<file path="config.mk">
export PLATFORM = sky130hd
export DESIGN_NAME = ibex_rvfi_trace_packer
export DESIGN_NICKNAME = d
export VERILOG_FILES = /design/src/rtl/ibex_pkg.sv /design/src/rtl/ibex_trace_rec_fifo.sv /design/src/rtl/ibex_rvfi_trace_packer.sv
export SDC_FILE = /design/constraint.sdc
export NUM_CORES = 1
export LEC_CHECK = 0
export CORE_MARGIN = 2
export CORE_UTILIZATION = 40
export CTS_BUF_LIST = sky130_fd_sc_hd__clkbuf_4
export CTS_CLUSTER_SIZE = 12
export DETAILED_ROUTE_END_ITERATION = 10
export DONT_BUFFER_PORTS = 1
export PLACE_DENSITY = 0.51
export SLEW_MARGIN = 20
export SYNTH_ARGS = -nofsm -noshare
export SYNTH_HDL_FRONTEND = slang
export SYNTH_HIERARCHICAL = 1
export SYNTH_SLANG_ARGS = --single-unit
export TNS_END_PERCENT = 100
</file>
<file path="constraint.sdc">
create_clock -name clk_i -period 14.1 [get_ports clk_i]
set_input_delay 0.705 -clock clk_i [delete_from_list [all_inputs] [get_ports clk_i]]
set_output_delay 0.705 -clock clk_i [all_outputs]
set_load 0.01 [all_outputs]
</file>
<file path="src/rtl/ibex_pkg.sv">
// Shared types for the RVFI hardware trace sink: the captured record layout
// and the serialiser state encoding.
package ibex_pkg;

    localparam int unsigned TRACE_BEATS = 4;

    typedef struct packed {
        logic [7:0]  order8;
        logic [4:0]  rd_addr;
        logic        trap;
        logic        intr;
        logic [1:0]  mode;
        logic        drop;
        logic [31:0] pc;
        logic [31:0] insn;
        logic [31:0] rd_wdata;
    } trace_rec_t;

    typedef enum logic {
        SER_IDLE = 1'b0,
        SER_BEAT = 1'b1
    } ser_state_e;

    // Beat 0 of a record: order, destination, flags, rd_we and the loss marker.
    function automatic logic [31:0] trace_header(input trace_rec_t rec);
        return {rec.order8, rec.rd_addr, rec.trap, rec.intr, rec.mode,
                (rec.rd_addr != 5'd0), rec.drop, 13'd0};
    endfunction

endpackage

</file>
<file path="src/rtl/ibex_trace_rec_fifo.sv">
// Synchronous record FIFO with flop storage and a combinationally read head.
// Pointers carry one extra wrap bit so full and empty are distinguishable.
module ibex_trace_rec_fifo
    import ibex_pkg::*;
#(
    parameter int unsigned Depth = 8
) (
    input  logic       clk_i,
    input  logic       rst_i,
    input  logic       push,
    input  trace_rec_t wdata,
    input  logic       pop,
    output trace_rec_t head,
    output logic       full,
    output logic       empty,
    output logic       single
);

    localparam int unsigned AW = $clog2(Depth);

    logic [AW:0] wr_ptr;
    logic [AW:0] rd_ptr;
    logic [AW:0] fill;
    trace_rec_t  mem [Depth];

    assign fill   = wr_ptr - rd_ptr;
    assign empty  = (wr_ptr == rd_ptr);
    assign full   = (wr_ptr[AW] != rd_ptr[AW]) && (wr_ptr[AW-1:0] == rd_ptr[AW-1:0]);
    assign single = (fill == {{AW{1'b0}}, 1'b1});
    assign head   = mem[rd_ptr[AW-1:0]];

    always_ff @(posedge clk_i) begin
        if (rst_i) begin
            wr_ptr <= '0;
            rd_ptr <= '0;
        end else begin
            if (push) begin
                wr_ptr <= wr_ptr + 1'b1;
            end
            if (pop && !empty) begin
                rd_ptr <= rd_ptr + 1'b1;
            end
        end
    end

    // Storage needs no reset; only the pointers define what is valid.
    always_ff @(posedge clk_i) begin
        if (push) begin
            mem[wr_ptr[AW-1:0]] <= wdata;
        end
    end

endmodule

</file>
<file path="src/rtl/ibex_rvfi_trace_packer.sv">
// RVFI trace sink: captures one record per retirement, queues it, and streams
// each record as four 32-bit beats on a valid/ready port with loss accounting.
module ibex_rvfi_trace_packer
    import ibex_pkg::*;
#(
    parameter int unsigned RecDepth = 8,
    parameter int unsigned DropCntW = 16
) (
    input  logic                clk_i,
    input  logic                rst_i,
    input  logic                trace_en_i,
    input  logic                rvfi_valid,
    input  logic [63:0]         rvfi_order,
    input  logic [31:0]         rvfi_insn,
    input  logic                rvfi_trap,
    input  logic                rvfi_intr,
    input  logic [1:0]          rvfi_mode,
    input  logic [4:0]          rvfi_rd_addr,
    input  logic [31:0]         rvfi_rd_wdata,
    input  logic [31:0]         rvfi_pc_rdata,
    output logic                trace_valid_o,
    input  logic                trace_ready_i,
    output logic [31:0]         trace_data_o,
    output logic                trace_last_o,
    input  logic                drop_cnt_clr_i,
    output logic [DropCntW-1:0] drop_cnt_o,
    output logic                fifo_empty_o
);

    ser_state_e    state;
    logic [1:0]    beat_idx;
    logic          fifo_full;
    logic          fifo_empty;
    logic          fifo_single;
    logic          push;
    logic          pop;
    logic          drop;
    logic          handshake;
    logic          drop_pending;
    trace_rec_t    rec_in;
    trace_rec_t    head;

    logic unused_order;
    assign unused_order = ^rvfi_order[63:8];

    assign handshake = trace_valid_o & trace_ready_i;
    assign pop       = handshake & (beat_idx == 2'(TRACE_BEATS - 1));
    assign push      = rvfi_valid & trace_en_i & (~fifo_full | pop);
    assign drop      = rvfi_valid & trace_en_i & ~push;

    always_comb begin
        rec_in          = '0;
        rec_in.order8   = rvfi_order[7:0];
        rec_in.rd_addr  = rvfi_rd_addr;
        rec_in.trap     = rvfi_trap;
        rec_in.intr     = rvfi_intr;
        rec_in.mode     = rvfi_mode;
        rec_in.drop     = drop_pending;
        rec_in.pc       = rvfi_pc_rdata;
        rec_in.insn     = rvfi_insn;
        rec_in.rd_wdata = (rvfi_rd_addr == 5'd0) ? '0 : rvfi_rd_wdata;
    end

    ibex_trace_rec_fifo #(
        .Depth(RecDepth)
    ) u_fifo (
        .clk_i (clk_i),
        .rst_i (rst_i),
        .push  (push),
        .wdata (rec_in),
        .pop   (pop),
        .head  (head),
        .full  (fifo_full),
        .empty (fifo_empty),
        .single(fifo_single)
    );

    assign fifo_empty_o = fifo_empty;

    // Saturating loss counter; a clear coinciding with a drop leaves one.
    always_ff @(posedge clk_i) begin
        if (rst_i) begin
            drop_cnt_o <= '0;
        end else if (drop_cnt_clr_i) begin
            drop_cnt_o <= DropCntW'(drop);
        end else if (drop && (drop_cnt_o != '1)) begin
            drop_cnt_o <= drop_cnt_o + 1'b1;
        end
    end

    always_ff @(posedge clk_i) begin
        if (rst_i) begin
            drop_pending <= 1'b0;
        end else if (drop) begin
            drop_pending <= 1'b1;
        end else if (push) begin
            drop_pending <= 1'b0;
        end
    end

    // IDLE leaves on the push itself so BEAT coincides with a non-empty FIFO,
    // giving beat 0 the cycle after capture.
    always_ff @(posedge clk_i) begin
        if (rst_i) begin
            state    <= SER_IDLE;
            beat_idx <= '0;
        end else begin
            case (state)
                SER_IDLE: begin
                    beat_idx <= '0;
                    if (push) begin
                        state <= SER_BEAT;
                    end
                end
                SER_BEAT: begin
                    if (handshake) begin
                        if (beat_idx == 2'(TRACE_BEATS - 1)) begin
                            beat_idx <= '0;
                            if (fifo_single && !push) begin
                                state <= SER_IDLE;
                            end
                        end else begin
                            beat_idx <= beat_idx + 2'd1;
                        end
                    end
                end
                default: begin
                    state    <= SER_IDLE;
                    beat_idx <= '0;
                end
            endcase
        end
    end

    assign trace_valid_o = (state == SER_BEAT);
    assign trace_last_o  = trace_valid_o & (beat_idx == 2'(TRACE_BEATS - 1));

    always_comb begin
        trace_data_o = '0;
        if (trace_valid_o) begin
            case (beat_idx)
                2'd0:    trace_data_o = trace_header(head);
                2'd1:    trace_data_o = head.pc;
                2'd2:    trace_data_o = head.insn;
                default: trace_data_o = head.rd_wdata;
            endcase
        end
    end

endmodule

</file>
Word-level counts from Yosys, hierarchy flattened

Memory sizes are Yosys's and may differ from the RTL's. A register that Yosys moved wholly into a read port is not among the register bits.
Cells that the tools add are included.

Register bits after elaboration: 28
Memory bits (writable): 912
Input port bits: 175
Output and inout bits: 51
Logic and storage cells: 62
Memories: 1

Add/sub/neg operators: 5
Equal/unequal tests: 9
Muxes and demuxes: 18
Bitwise operators: 10
Reduce and logical (&&, ||, !) cells: 12

Memories:

| name       | depth | bits a word | read ports | clocked after Yosys merged registers in | wr ports | RTL line                  | RTL |
|---|---|---|---|---|---|---|---|
| u_fifo.mem | 8     | 114         | 1          | 1                                       | 1        | ibex_trace_rec_fifo.sv:24 | `trace_rec_t mem [Depth];` |

Operators by type and width:

| operator                                            | count |
|---|---|
| case mux 32 bit (3 select lines)                    | 1 |
| 2-to-1 mux 32 bit                                   | 2 |
| adder 16 x 1 -> 16 bit, second input constant       | 1 |
| != test 16 bit, second input constant               | 1 |
| 2-to-1 mux 1 bit                                    | 9 |
| adder 4 x 1 -> 4 bit, second input constant         | 2 |
| bitwise AND 1 bit                                   | 6 |
| 2-to-1 mux 3 bit                                    | 2 |
| logical NOT 5 bit                                   | 1 |
| nonzero test 5 bit                                  | 1 |
| equality test 2 bit, second input constant          | 2 |
| equality test 4 x 1 -> 1 bit, second input constant | 1 |
| equality test 4 bit                                 | 1 |
| logical AND 1 bit                                   | 4 |
| 2-to-1 mux 2 bit                                    | 2 |
| case mux 2 bit (2 select lines)                     | 1 |
| nonzero test 2 bit                                  | 2 |
| subtractor 4 bit                                    | 1 |
| equality test 3 bit                                 | 1 |
| inverter 1 bit                                      | 3 |
| adder 2 x 1 -> 2 bit, second input constant         | 1 |
| equality test 2 x 1 -> 1 bit, second input constant | 1 |
| logical NOT 1 bit                                   | 2 |
| logical NOT 2 bit                                   | 1 |
| other kinds (5)                                     | 5 |

Logic depth before layout (Yosys ltp)

Depth after elaboration: 11
Depth in mapped cells: 9
Mapped depth without buffers: 9

Modules after synthesis

Netlist, hierarchy kept.

By module, submodules not included:

| module                 | times used | cells each | area an instance (µm²) | sequential area each (µm²) |
|---|---|---|---|---|
| ibex_trace_rec_fifo    | 1          | 1392       | 35406.5                | 27606.5 |
| ibex_rvfi_trace_packer | 1          | 273        | 2142.1                 | 400.4 |

Worst setup path before layout

OpenSTA, ideal clock, no wires.

Kind: register -> register
From: reg u_fifo.wr_ptr[2]
To: mem u_fifo/mem[1][0] (netlist bit), enable pin
Setup time: 0.726 ns
Arrival: 9.248 ns
Data required time: 13.374 ns
Slack: 4.125 ns
Cell stages (with the launch flop): 7
Path buffers: 0
Period minus slack after synthesis: 9.975 ns
Cells stage by stage: dfxtp_1 -> ha_1 -> and3_1 -> nor2b_1 -> a21oi_1 -> nand2_1 -> nor3_1

Cells in the longest elaborated chain, start to end: 7

Ends and longest elaborated chain:

| item                                   | RTL line                     | RTL |
|---|---|---|
| from (decl)                            | ibex_trace_rec_fifo.sv:21    | `logic [AW:0] wr_ptr;` |
| from (signal assigned)                 | ibex_trace_rec_fifo.sv:38    | `wr_ptr <= wr_ptr + 1'b1;` |
| equality test 3 bit                    | ibex_trace_rec_fifo.sv:28    | `assign full = (wr_ptr[AW] != rd_ptr[AW]) && (wr_ptr[AW-1:0] == rd_ptr[AW-1:0]);` |
| logical AND 1 bit                      | ibex_trace_rec_fifo.sv:28    |  |
| via fifo_full                          | ibex_rvfi_trace_packer.sv:32 | `logic fifo_full;` |
| inverter 1 bit                         | ibex_rvfi_trace_packer.sv:48 | `assign push = rvfi_valid & trace_en_i & (~fifo_full \| pop);` |
| bitwise OR 1 bit                       | ibex_rvfi_trace_packer.sv:48 |  |
| bitwise AND 1 bit                      | ibex_rvfi_trace_packer.sv:48 |  |
| via push                               | ibex_rvfi_trace_packer.sv:35 | `logic push;` |
| 2-to-1 mux 1 bit                       | ibex_trace_rec_fifo.sv:48    | `if (push) begin` |
| 2-to-1 mux 1 bit (implied by the code) | ibex_trace_rec_fifo.sv:49    | `mem[wr_ptr[AW-1:0]] <= wdata;` |
| to (decl)                              | ibex_trace_rec_fifo.sv:24    |  |

The timed path passes the listed nets, and every way through them passes these cells.

==> flow_summary.yaml <==
job:
  max_cap_violations: 0
floorplan:
  y_dimension_of_the_die_um: 310
  rows: 112
  fp.coreArea_um2: 93200
  die_area_um2: 96300
  die_width_um: 310
  initial_utilization_pct: 40.3
  pin_count: 226
sta:
  timing.final.ws_setup_ns: 8.35
  final.setup_skew_ns: 0.0822
  final.period_utilization_pct: 40.8
  setup_viol: 0
  max_slew.worst_pin.slew_ns: 1.16
  finalHoldWorstSlack_ns: 0.159
  fin_tns_setup_ns: 0
  timing_hold_violations_final: 0
  report.final.slew_viol_count: 0
  grt_setup_unrepaired: "false"
  max-slew-margin-rel_pct: 22.5
  clock.fmax_mhz: 174
  final_period_demand_of_the_worst_path_ns: 5.75
logic_synthesis:
  synth.cell_area_um2: 37500
  ys_types: 55
  synth-seq-area-share_pct: 74.6
  synth.yosys.warnings: 6
  most_area_hungry_cell_type_in_the_yosys_netlist: "sky130_fd_sc_hd__edfxtp_1"
  number_of_enable_type_register_cells_in_the_synthesized_netlist: 912
  cell_types_with_the_largest_area_share_after_synthesis: "sky130_fd_sc_hd__edfxtp_1 (73%), sky130_fd_sc_hd__mux4_1 (8.1%), sky130_fd_sc_hd__mux4_2 (6.7%)"
  async_flop_share_pct: 0
  synth.ff_latch_count: 943
  netlist_instances: 1665
  synth_largest_type_area_fraction_pct: 72.9
  syn-mean-instance-area_um2: 22.6
  synth.net_count: 1851
  postSynth.topFlopCell: "sky130_fd_sc_hd__edfxtp_1"
grt:
  globalRoute.busiestLayer: "met2"
  grt_pass1_vias: 19400
  antenna_found_initial: 16
  largest_net_degree_at_the_start_of_global_routing: 121
  global_route.overflow_total: 0
  grt_first_pass_wirelength_um: 128000
  global_route.usage.met3_pct: 6.02
  global_route.usage.total_pct: 18.7
  met2_usage_pct: 30.4
  grtUsageMet1_pct: 23.0
finish:
  mostFrequentLayoutCells: "sky130_fd_sc_hd__edfxtp_1 (912), sky130_fd_sc_hd__clkbuf_4 (356), sky130_fd_sc_hd__dlygate4sd3_1 (119), sky130_fd_sc_hd__mux2_2 (118), sky130_fd_sc_hd__mux4_1 (116)"
  final_util_pct: 46.3
  final_layout_size_suffix_gt1_share_pct: 30.6
  syn2layout_area_growth_pct: 14.8
  num-nets-final: 2150
  fillerInstances: 7907
  layout.cells.most_common: "sky130_fd_sc_hd__edfxtp_1"
pwr:
  seqPwrFrac_pct: 56.2
  combPwrFrac_pct: 2.7
  internal_power_mw: 4.36
  clock_power_share_pct: 41.1
  switchingPower_mw: 1.17
  max-vdd-ir-drop_v: 0.0000801
  swShare_pct: 21.2
  static-leakage-power_nw: 13.8
  power_density_nw_per_um2: 128
critical_path:
  worstPathCellList: "buf_4 > buf_4 > mux4_1 > mux2_2 > a222oi_1 > nand2_1 > o211a_1"
  critical_path.slowest_cell: "sky130_fd_sc_hd__a222oi_1"
  crit_path_max_fanout: 48
  critical-path-max-stage-delay_ns: 0.94
  timing.critical_path.required_ns: 13.40
  cp-end-kind: "primary output"
  crit_path_start_kind: "register"
  critPathMostFrequentCell: "sky130_fd_sc_hd__buf_4"
  path_class: "register to primary output"
  worst_r2r_path_depth: 8
  data_arrival_critical_path_ns: 5.05
clocking:
  clock_tree.buffer_depth: 3
  cts-htree-levels: 4
  cts_root_buffer: "sky130_fd_sc_hd__clkbuf_4"
  clk_latency_ns: 1.13
  numClockSinks: 943
  tritoncts.num_buffers: 239
  cts.clk_slew.worst_paths_ns: 0.06
  cts_tree: "done"
placed_design:
  dpl.hpwl_um: 44800
  gpl.final_weighted_congestion: 0.750
  place_worst_setup_slack_ns: 9.31
  port_buffers: 0
status:
  run_status: "completed"
drt:
  dr.first_iter.drc_count: 1097
  vias_per_cell: 5.37
  drc: 0
  postRouteWirelength_um: 88600
  ant_nets: 0
  drtPass1Iterations: 5
  drt-wirelength-per-cell_um: 26.0
  vias_after_detailed_routing: 18300
min_path:
  min-delay-path-class: "primary input to register"
  min_delay_path_depth: 4
-- worst max-delay path, delay by kind of cell (launching register included) --
kind	cells	cell delay (ns)
AOI/OAI and AO/OA	2	1.24
buffers and inverters	2	1.28
DFF	1	0.58
muxes	2	0.68
and+or+nand+nor	1	0.13
-- synth_stat cells (3+ instances only) --
cell                       count
sky130_fd_sc_hd__edfxtp_1    912
sky130_fd_sc_hd__o31ai_1       5
sky130_fd_sc_hd__dfxtp_1      31
sky130_fd_sc_hd__mux4_2      112
sky130_fd_sc_hd__a222oi_1     18
sky130_fd_sc_hd__nor3_1        4
sky130_fd_sc_hd__clkbuf_1     49
sky130_fd_sc_hd__buf_6         6
sky130_fd_sc_hd__and4_1        3
sky130_fd_sc_hd__nand2_1      37
sky130_fd_sc_hd__or4_1         7
sky130_fd_sc_hd__nand3_1       6
sky130_fd_sc_hd__or3_1         8
sky130_fd_sc_hd__o211a_1      31
sky130_fd_sc_hd__o21ai_0       7
sky130_fd_sc_hd__buf_12        3
sky130_fd_sc_hd__buf_1         8
sky130_fd_sc_hd__nand2b_1      5
sky130_fd_sc_hd__buf_2         7
sky130_fd_sc_hd__and2b_1      12
sky130_fd_sc_hd__nor2b_1      24
sky130_fd_sc_hd__a221o_1      13
sky130_fd_sc_hd__mux2i_1       8
sky130_fd_sc_hd__nor4_1        3
sky130_fd_sc_hd__mux4_1      116
sky130_fd_sc_hd__mux2_2      118
sky130_fd_sc_hd__buf_8        18
sky130_fd_sc_hd__and3_1        6
sky130_fd_sc_hd__nand4_1       3
sky130_fd_sc_hd__and2_1        4
sky130_fd_sc_hd__nor2_1       20
sky130_fd_sc_hd__ha_1         10
sky130_fd_sc_hd__a21oi_1      17
sky130_fd_sc_hd__inv_1        10
-- state kept, by name (all words and copies together) (netlist names), named ones only --
| signal | flops |
|---|---|
| u_fifo/wr_ptr | 4 |
| drop_pending | 1 |
| u_fifo/rd_ptr | 4 |
| drop_cnt_o | 16 |
| trace_valid_o | 1 |
| u_fifo/mem | 912 |
| beat_idx | 2 |
-- cell type report --
| cell class | instances | area [um2] | area share [%] |
|---|---|---|---|
| tap | 1254 | 1570 | 3.64 |
| inverter | 11 | 41.3 | 0.0958 |
| timing repair buffer | 149 | 1500 | 3.49 |
| clock inverter | 55 | 342 | 0.792 |
| multi-input combinational | 620 | 8920 | 20.7 |
| antenna | 17 | 42.5 | 0.0987 |
| sequential | 943 | 28000 | 65.0 |
| clock buffer | 356 | 2670 | 6.20 |
-- power groups by stage --
stage | Clock, mW | Combinational [mW] | Sequential [mW]
floorplan | 0 | 0.0620 | 3.17
finish | 2.27 | 0.151 | 3.10
detailed placement | 0 | 0.102 | 3.17
global route | 2.50 | 0.164 | 3.10
CTS | 2.36 | 0.155 | 3.10
global placement | 0 | 0.100 | 3.16
-- logic make-up (layout without fill, tap and decap cells) --
group	count (synthesis)	after routing	synth area share (%)
buf+inv	102	571	1.83
other cells	0	17	0
flops	943	943	74.6
xor+xnor	3	3	0.0700
mux	354	354	18.6
compound gates	103	103	2.34
simple gates	149	149	2.20
fa+ha+maj	11	11	0.387
-- metal layers --
layer / vias to the layer above / wire length, um / part of all wire, %
met5: - / 71 / 0.080
met2: 515 / 43900 / 50
met3: 138 / 6140 / 6.9
met1: 9674 / 36100 / 41
met4: 12 / 2320 / 2.6
li1: 7958 / - / -
-- stage by stage --
stage / instance area, um2 / instances / power (mW)
final: 43100 / 3405 / 5.53
after global routing: 43100 / 3402 / 5.77
after CTS: 43100 / 3388 / 5.62
after detailed placement: 38900 / 2858 / 3.27
after global placement: 38900 / 2858 / 3.26
after floorplan: 37500 / 1665 / 3.23
-- final timing paths --
path / from / end / slack, ns
setup / recovery: register / trace_data_o[17] / 8.35
hold / removal: rvfi_valid / u_fifo/wr_ptr[1]$_SDFFE_PP0P_ / 0.16
setup reg to reg: u_fifo/wr_ptr[2]$_SDFFE_PP0P_ / u_fifo/mem[5][3]$_DFFE_PP_ / 10.02
hold reg to reg: u_fifo/wr_ptr[3]$_SDFFE_PP0P_ / u_fifo/wr_ptr[3]$_SDFFE_PP0P_ / 0.50
-- repair_timing --
action	in CTS	in global routing
setup buffers	0	0
hold endpoints to repair	935	0
resized for setup	0	0
hold buffers	119	0
(Power assumes the default switching activity.)
